===== config.mk =====
export PLATFORM = sky130hd
export DESIGN_NAME = pipe_stage_reg
export DESIGN_NICKNAME = d
export VERILOG_FILES = /design/src/rtl/pipe_stage_reg.sv
export SDC_FILE = /design/constraint.sdc
export NUM_CORES = 1
export LEC_CHECK = 0
export ABC_AREA = 0
export CAP_MARGIN = 40
export CORE_ASPECT_RATIO = 0.5
export CORE_UTILIZATION = 46
export DETAILED_ROUTE_END_ITERATION = 6
export GPL_TIMING_DRIVEN = 1
export PLACE_DENSITY_LB_ADDON = 0.15
export SYNTH_ARGS = -nofsm -noshare
export SYNTH_HDL_FRONTEND = slang
export SYNTH_SLANG_ARGS = --single-unit
export TNS_END_PERCENT = 50

===== constraint.sdc =====
create_clock -name clk -period 2.79 [get_ports clk]
set_clock_uncertainty 0.15 [all_clocks]
set_input_delay 0.558 -clock clk [delete_from_list [all_inputs] [get_ports clk]]
set_output_delay 0.558 -clock clk [all_outputs]
set_load 0.02 [all_outputs]

===== src/rtl/pipe_stage_reg.sv =====
`default_nettype none
// pipe_stage_reg: two-entry (head + skid) pipeline register with a registered in_ready,
// one-cycle latency, flush, and bubbles that present an all-zero (NOP) control vector.
module pipe_stage_reg #(
  parameter int DATA_W = 16,
  parameter int NUM_CH = 4,
  parameter int CTRL_W = 8,
  parameter int WREG_W = 3
) (
  input  logic                     clk,
  input  logic                     rst,
  input  logic                     in_valid,
  output logic                     in_ready,
  input  logic [NUM_CH*DATA_W-1:0] in_data,
  input  logic [CTRL_W-1:0]        in_ctrl,
  input  logic [WREG_W-1:0]        in_wreg,
  input  logic                     flush,
  output logic                     out_valid,
  input  logic                     out_ready,
  output logic [NUM_CH*DATA_W-1:0] out_data,
  output logic [CTRL_W-1:0]        out_ctrl,
  output logic [WREG_W-1:0]        out_wreg,
  output logic [1:0]               occupancy
);

  localparam int PAY_W = NUM_CH * DATA_W;

  logic              head_valid;
  logic [PAY_W-1:0]  head_data;
  logic [CTRL_W-1:0] head_ctrl;
  logic [WREG_W-1:0] head_wreg;

  logic              skid_valid;
  logic [PAY_W-1:0]  skid_data;
  logic [CTRL_W-1:0] skid_ctrl;
  logic [WREG_W-1:0] skid_wreg;

  logic              ready_q;
  logic              accept;
  logic              consume;

  assign accept  = in_valid & ready_q;
  assign consume = head_valid & out_ready;

  // ready_q tracks "skid empty" as a flop, so upstream never sees out_ready combinationally.
  always_ff @(posedge clk or negedge rst) begin
    if (!rst) begin
      head_valid <= 1'b0;
      head_data  <= '0;
      head_ctrl  <= '0;
      head_wreg  <= '0;
      skid_valid <= 1'b0;
      skid_data  <= '0;
      skid_ctrl  <= '0;
      skid_wreg  <= '0;
      ready_q    <= 1'b1;
    end else if (flush) begin
      head_valid <= 1'b0;
      head_ctrl  <= '0;
      skid_valid <= 1'b0;
      skid_ctrl  <= '0;
      ready_q    <= 1'b1;
    end else if (skid_valid) begin
      // Full: ready_q is low, so only a consume can happen here.
      if (consume) begin
        head_data  <= skid_data;
        head_ctrl  <= skid_ctrl;
        head_wreg  <= skid_wreg;
        skid_valid <= 1'b0;
        skid_ctrl  <= '0;
        ready_q    <= 1'b1;
      end
    end else if (head_valid) begin
      if (accept && consume) begin
        head_data <= in_data;
        head_ctrl <= in_ctrl;
        head_wreg <= in_wreg;
      end else if (accept) begin
        skid_data  <= in_data;
        skid_ctrl  <= in_ctrl;
        skid_wreg  <= in_wreg;
        skid_valid <= 1'b1;
        ready_q    <= 1'b0;
      end else if (consume) begin
        head_valid <= 1'b0;
      end
    end else if (accept) begin
      head_data  <= in_data;
      head_ctrl  <= in_ctrl;
      head_wreg  <= in_wreg;
      head_valid <= 1'b1;
    end
  end

  assign in_ready  = ready_q;
  assign out_valid = head_valid;
  assign out_data  = head_data;
  assign out_wreg  = head_wreg;
  assign out_ctrl  = head_valid ? head_ctrl : '0;
  assign occupancy = {1'b0, head_valid} + {1'b0, skid_valid};

  a_skid_implies_head : assert property (@(posedge clk) disable iff (!rst)
    skid_valid |-> head_valid);
  a_ready_is_skid_empty : assert property (@(posedge clk) disable iff (!rst)
    ready_q == !skid_valid);

endmodule
`default_nettype wire


## Yosys cells after proc, flatten, opt, wreduce, memory -nomap -nowiden

Index checks and enable logic that the tools add are counted.

- Output and inout bits: 79
- Bits of input ports: 80
- Logic and storage cells: 69
- Bits in registers: 153

- Equality and inequality tests: 6
- Reduce and logical (&&, ||, !) cells: 9
- $add $sub $neg: 1
- Muxes and demuxes: 39
- Bitwise logic cells: 5

Operator list:

| kind | count |
|---|---|
| $mux W64 | 5 |
| $mux W8 | 12 |
| $mux W1 | 17 |
| $mux W3 | 5 |
| $reduce_bool A3 Y1 | 3 |
| $reduce_and A4 Y1 | 2 |
| $reduce_and A5 Y1 | 1 |
| $ne A4 B2 Y1 const B | 1 |
| $reduce_bool A4 Y1 | 1 |
| $ne A3 B1 Y1 const B | 1 |
| $ne A3 B2 Y1 const B | 1 |
| $ne A3 B3 Y1 const B | 1 |
| $not A1 Y1 | 3 |
| $reduce_and A3 Y1 | 1 |
| $add A1 B1 Y2 | 1 |
| $and A1 B1 Y1 | 2 |
| $ne A2 B1 Y1 const B | 1 |
| $ne A2 B2 Y1 const B | 1 |
| $logic_and A1 B1 Y1 | 1 |

## Logic depth before layout (Yosys ltp)

- Depth after elaboration: 7
- Depth in mapped cells: 11
- Depth with buffers taken out: 5

## Worst setup path after synthesis

OpenSTA, ideal clock, no wires.

- Kind: flip-flop to flip-flop
- From: register skid_valid
- To: register head_data[28], in the netlist out_data[28]
- Arrival: 2600 ps
- Cell stages (with the launch flop): 12
- Path buffers: 6
- Clock period less this slack: 2875 ps
- Required time: 2515 ps
- Setup slack: -85 ps
- Setup time: 125 ps
- Path through: dfrtp_1 -> buf_6 -> buf_2 -> buf_2 -> inv_1 -> clkbuf_1 -> ha_1 -> a21boi_0 -> a2111oi_2 -> buf_4 -> buf_6 -> mux2_2

- Cells in the longest elaborated chain, start to end: 2
- Elaborated cells on any way between the ends: 5
- Those cells by class: 2 x eq/ne; 1 x mux; 2 x reduce/logical

RTL lines:

| what | RTL line | text |
|---|---|---|
| start: declaration | 33 | `logic skid_valid;` |
| start signal: assignment | 52 | `skid_valid <= 1'b0;` |
| start signal: assignment | 60 | `skid_valid <= 1'b0;` |
| start signal: assignment | 69 | `skid_valid <= 1'b0;` |
| $ne A3 B1 Y1 (no source line), or another cell as far along | -- |  |
| $reduce_and A4 Y1 (no source line) | -- |  |
| end signal: assignment | 66 | `head_data <= skid_data;` |
| end signal: assignment | 75 | `head_data <= in_data;` |
| end signal: assignment | 88 | `head_data <= in_data;` |
| end: declaration | 29 | `logic [PAY_W-1:0] head_data;` |

Several ways; a longest one is shown, not always the timed one.
A chain may end at the register's enable or synchronous reset.

## Worst setup path after layout

- From: register skid_valid
- To: output port occupancy[0]

- Cells in the longest elaborated chain, start to end: 1

RTL lines:

| what | RTL line | text |
|---|---|---|
| $add A1 B1 Y2 | 100 | `assign occupancy = {1'b0, head_valid} + {1'b0, skid_valid};` |
| end: declaration | 23 | `output logic [1:0] occupancy` |

No other way between the ends.

==> flow_summary.ini <==
[route]
drt_pass_1_iters = 4
drc_errors = 0
routed_wire_length_per_instance_um = 16.6
vias_per_cell = 5.07
drt_wl_total_mm = 14.1
count_of_vias_placed_by_the_detailed_router = 4300
drtIter0Drc = 202
antenna_violation_net_count_after_detailed_routing = 0

[critical_path]
path_class = reg2out
arrival_ns = 1.95
crit_slowest_cell = sky130_fd_sc_hd__clkdlybuf4s50_1
reg2reg_depth = 7
worst-r2r-setup-slack_ns = 0.41
largest_stage_delay_on_the_critical_path_ns = 0.59
reg2reg_to = out_data[53]
kind_of_capture_point_of_the_worst_setup_path = output pin
critPathTopFamily = buffers and inverters
crit_path_start_kind = register
rr_startpoint = skid_valid
timing.critical_path.fanout_max = 15
path_cells = inv_1 > ha_1 > clkdlybuf4s50_1
crit_required_ns = 2.08
buf_inv_on_cp = 2

[logic_synthesis]
syn-instance-count = 474
ys_warn_count = 0
postSynthNetCount = 557
synth.distinct_cells = 31
cell_area_after_synthesis_sq_um = 6960
ys_ff_latch = 153
synth_largest_area_cell = sky130_fd_sc_hd__dfrtp_1
synth_area_per_cell_sq_um = 14.7
synth.top_cell.area_share = 0.546
yosys-top-cells-area = sky130_fd_sc_hd__dfrtp_1 55%, sky130_fd_sc_hd__mux2_2 31%, sky130_fd_sc_hd__mux2_4 4.1%
seq_total_area_yosys = 0.550

[sta]
slew_headroom = 0.614
timing_worst_slew_pin_value_ns = 0.579
rsz0062_at_grt = no
number_of_endpoints_with_negative_hold_slack_in_the_final_report = 0
setup_viol = 0
finalSetupTns_ns = 0
timing.fmax_ghz = 0.376
post-route-period-util = 0.954
timing.final.ws_setup_ns = 0.127
fin_crit_ns = 2.66
final-max-slew-violation-count = 0

[floorplan]
design.portCount = 159
placement_rows = 31
initial_utilization = 0.476
die_h_um = 89.0
floorplan.core_area_sq_um = 14600
die_width_um = 176
die_area_sq_um = 15700

[hold_path]
hold_class = reg2reg
timing.hold.worst_endpoint = skid_data[20]
worst_hold_startpoint = skid_data[20]
hold-path-cell-count = 1

[clocking]
insertion_delay_ns = 0.41
cts_sink_cnt = 153
number_of_buffers_inserted_by_post_cts_setup_repair = 0
post_cts_hold_buffer_count = 1
clk_root_buffer_cell = sky130_fd_sc_hd__clkbuf_16
tritoncts = built
cts_buffers = 17
post_cts_resized = 0
htree_levels = 4
clkSlewWorstSetupHoldPaths_ns = 0.07
max-clock-path-buffers = 2

[place]
placedInstanceArea_sq_um = 8850
dp_hpwl_mm = 9.25
gpl.final_weighted_congestion = 0.694
io_buffers = 158
dp_slack_ns = 0.103
dp_cells = 815

[layout]
layout-drive-gt1-share = 0.408
flow.area_growth_from_synthesis_pct = 35.8
fillerInstances = 1137
fin_cells = 848
fin_area_sq_um = 9460
finish.net_count = 720
n_antenna_cell = 0

[global_routing]
grt_first_pass_wirelength_mm = 22.9
largest_net_degree_at_the_start_of_global_routing = 56
gr-usage-all-layers = 0.189
global_route.usage.met1 = 0.252
global_route.overflow_total = 0
gr_met3_demand_resource = 0.0574
use_met2 = 0.301
globalRoute.busiestLayer = met2
antenna_violations_before_repair = 0
grt_pass1_vias = 4444

[pwr]
ir_drop_mv = 0.452
fin_total_pwr_uw = 7650
power.density_nw_per_um2 = 809
static-leakage-power_uw = 0.00406

[outcome]
outcome = finished, final reports clean

[flow_run]
max_cap_viol_count = 0
[cell usage after synthesis]
| library cell | count |
|---|---|
| sky130_fd_sc_hd__inv_2 | 1 |
| sky130_fd_sc_hd__mux2i_1 | 8 |
| sky130_fd_sc_hd__or2_2 | 1 |
| sky130_fd_sc_hd__a21o_1 | 2 |
| sky130_fd_sc_hd__mux2_4 | 19 |
| sky130_fd_sc_hd__mux2_2 | 190 |
| sky130_fd_sc_hd__or4_1 | 1 |
| sky130_fd_sc_hd__nand3_1 | 9 |
| sky130_fd_sc_hd__and2_1 | 1 |
| sky130_fd_sc_hd__a211oi_1 | 16 |
| sky130_fd_sc_hd__dfstp_2 | 1 |
| sky130_fd_sc_hd__inv_1 | 10 |
| sky130_fd_sc_hd__o21a_1 | 1 |
| sky130_fd_sc_hd__o31a_1 | 1 |
| sky130_fd_sc_hd__clkbuf_1 | 12 |
| sky130_fd_sc_hd__buf_2 | 9 |
| sky130_fd_sc_hd__nor2_1 | 8 |
| sky130_fd_sc_hd__o21ai_2 | 1 |
| sky130_fd_sc_hd__nand2_1 | 9 |
| sky130_fd_sc_hd__nor4bb_1 | 1 |
| sky130_fd_sc_hd__dfrtp_1 | 152 |
| sky130_fd_sc_hd__buf_6 | 7 |
| sky130_fd_sc_hd__buf_4 | 2 |
| sky130_fd_sc_hd__a21boi_0 | 2 |
| sky130_fd_sc_hd__nand3b_1 | 1 |
| sky130_fd_sc_hd__a2111oi_2 | 1 |
| sky130_fd_sc_hd__a21oi_1 | 2 |
| sky130_fd_sc_hd__clkbuf_2 | 1 |
| sky130_fd_sc_hd__nand4_1 | 1 |
| sky130_fd_sc_hd__ha_1 | 3 |
| sky130_fd_sc_hd__a221oi_1 | 1 |
[sequential cells by signal, indices dropped and copies added, names as in the netlist]
name        cells
out_wreg        3
skid_valid      1
out_valid       1
in_ready        1
out_data       64
skid_ctrl       8
skid_data      64
head_ctrl       8
skid_wreg       3
[where the power goes]
part           total, uW  internal [uW]  leakage [uW]  switching [uW]
clock network       2380           1360      0.000292            1020
logic               2150           1260       0.00189             885
registers           3120           2830       0.00187             297
[stage by stage]
| stage | utilization | hold slack (ns) |
|---|---|---|
| 6_report | 0.647 | 0.351 |
| 5_1_grt | 0.647 | 0.366 |
| 4_1_cts | 0.647 | 0.356 |
| 3_5_place_dp | 0.605 | 0.337 |
| 3_3_place_gp | 0.605 | 0.331 |
| 2_1_floorplan | - | 0.112 |
[logic make-up (layout without fill, tap and decap cells)]
logic type,after synthesis,count (layout),synth area share
mux,217,217,0.360
flops,153,153,0.550
buf+inv,42,218,0.0331
simple gates,32,32,0.0219
compound gates,27,27,0.0300
fa+ha+maj,3,3,0.00539
[final cells by class]
class	instances	area, sq um	share of cell area
multi-input combinational	279	2920	0.309
clock inverter	15	179	0.0189
inverter	11	41.3	0.00436
clock buffer	17	425	0.0450
sequential	153	3830	0.405
timing repair buffer	175	1810	0.192
tap	198	248	0.0262
[placed cells by master, fill, tap and decap left out, types with 2 or more instances in the layout]
master | synthesis | layout
sky130_fd_sc_hd__a211oi_1 | 16 | 16
sky130_fd_sc_hd__a21boi_0 | 2 | 2
sky130_fd_sc_hd__a21o_1 | 2 | 2
sky130_fd_sc_hd__a21oi_1 | 2 | 2
sky130_fd_sc_hd__buf_12 | 0 | 8
sky130_fd_sc_hd__buf_4 | 2 | 8
sky130_fd_sc_hd__bufinv_16 | 0 | 2
sky130_fd_sc_hd__clkbuf_16 | 0 | 17
sky130_fd_sc_hd__clkdlybuf4s50_1 | 0 | 157
sky130_fd_sc_hd__clkinvlp_4 | 0 | 2
sky130_fd_sc_hd__dfrtp_1 | 152 | 151
sky130_fd_sc_hd__ha_1 | 3 | 3
sky130_fd_sc_hd__inv_1 | 10 | 10
sky130_fd_sc_hd__inv_6 | 0 | 7
sky130_fd_sc_hd__inv_8 | 0 | 3
sky130_fd_sc_hd__mux2_2 | 190 | 190
sky130_fd_sc_hd__mux2_4 | 19 | 19
sky130_fd_sc_hd__mux2i_1 | 8 | 8
sky130_fd_sc_hd__nand2_1 | 9 | 9
sky130_fd_sc_hd__nand3_1 | 9 | 9
sky130_fd_sc_hd__nor2_1 | 8 | 8
[worst max path at each step]
stage                from      endpoint  slack [ns]  depth (start not counted)
2_1_floorplan  skid_valid  out_data[28]        0.02                         11
6_report       skid_valid  occupancy[0]        0.13                          3
4_1_cts        skid_valid  occupancy[0]        0.10                          3
5_1_grt        skid_valid  occupancy[0]        0.04                          3
3_3_place_gp     in_valid  out_data[51]        0.10                          6
3_5_place_dp     in_valid  out_data[53]        0.10                          6
[per-layer routing]
| layer | share of wire | up-vias |
|---|---|---|
| met5 | 0 | - |
| met4 | 0.0069 | 0 |
| met3 | 0.045 | 8 |
| met2 | 0.47 | 77 |
| met1 | 0.47 | 2183 |
| li1 | - | 2032 |
(Power assumes the default switching activity.)
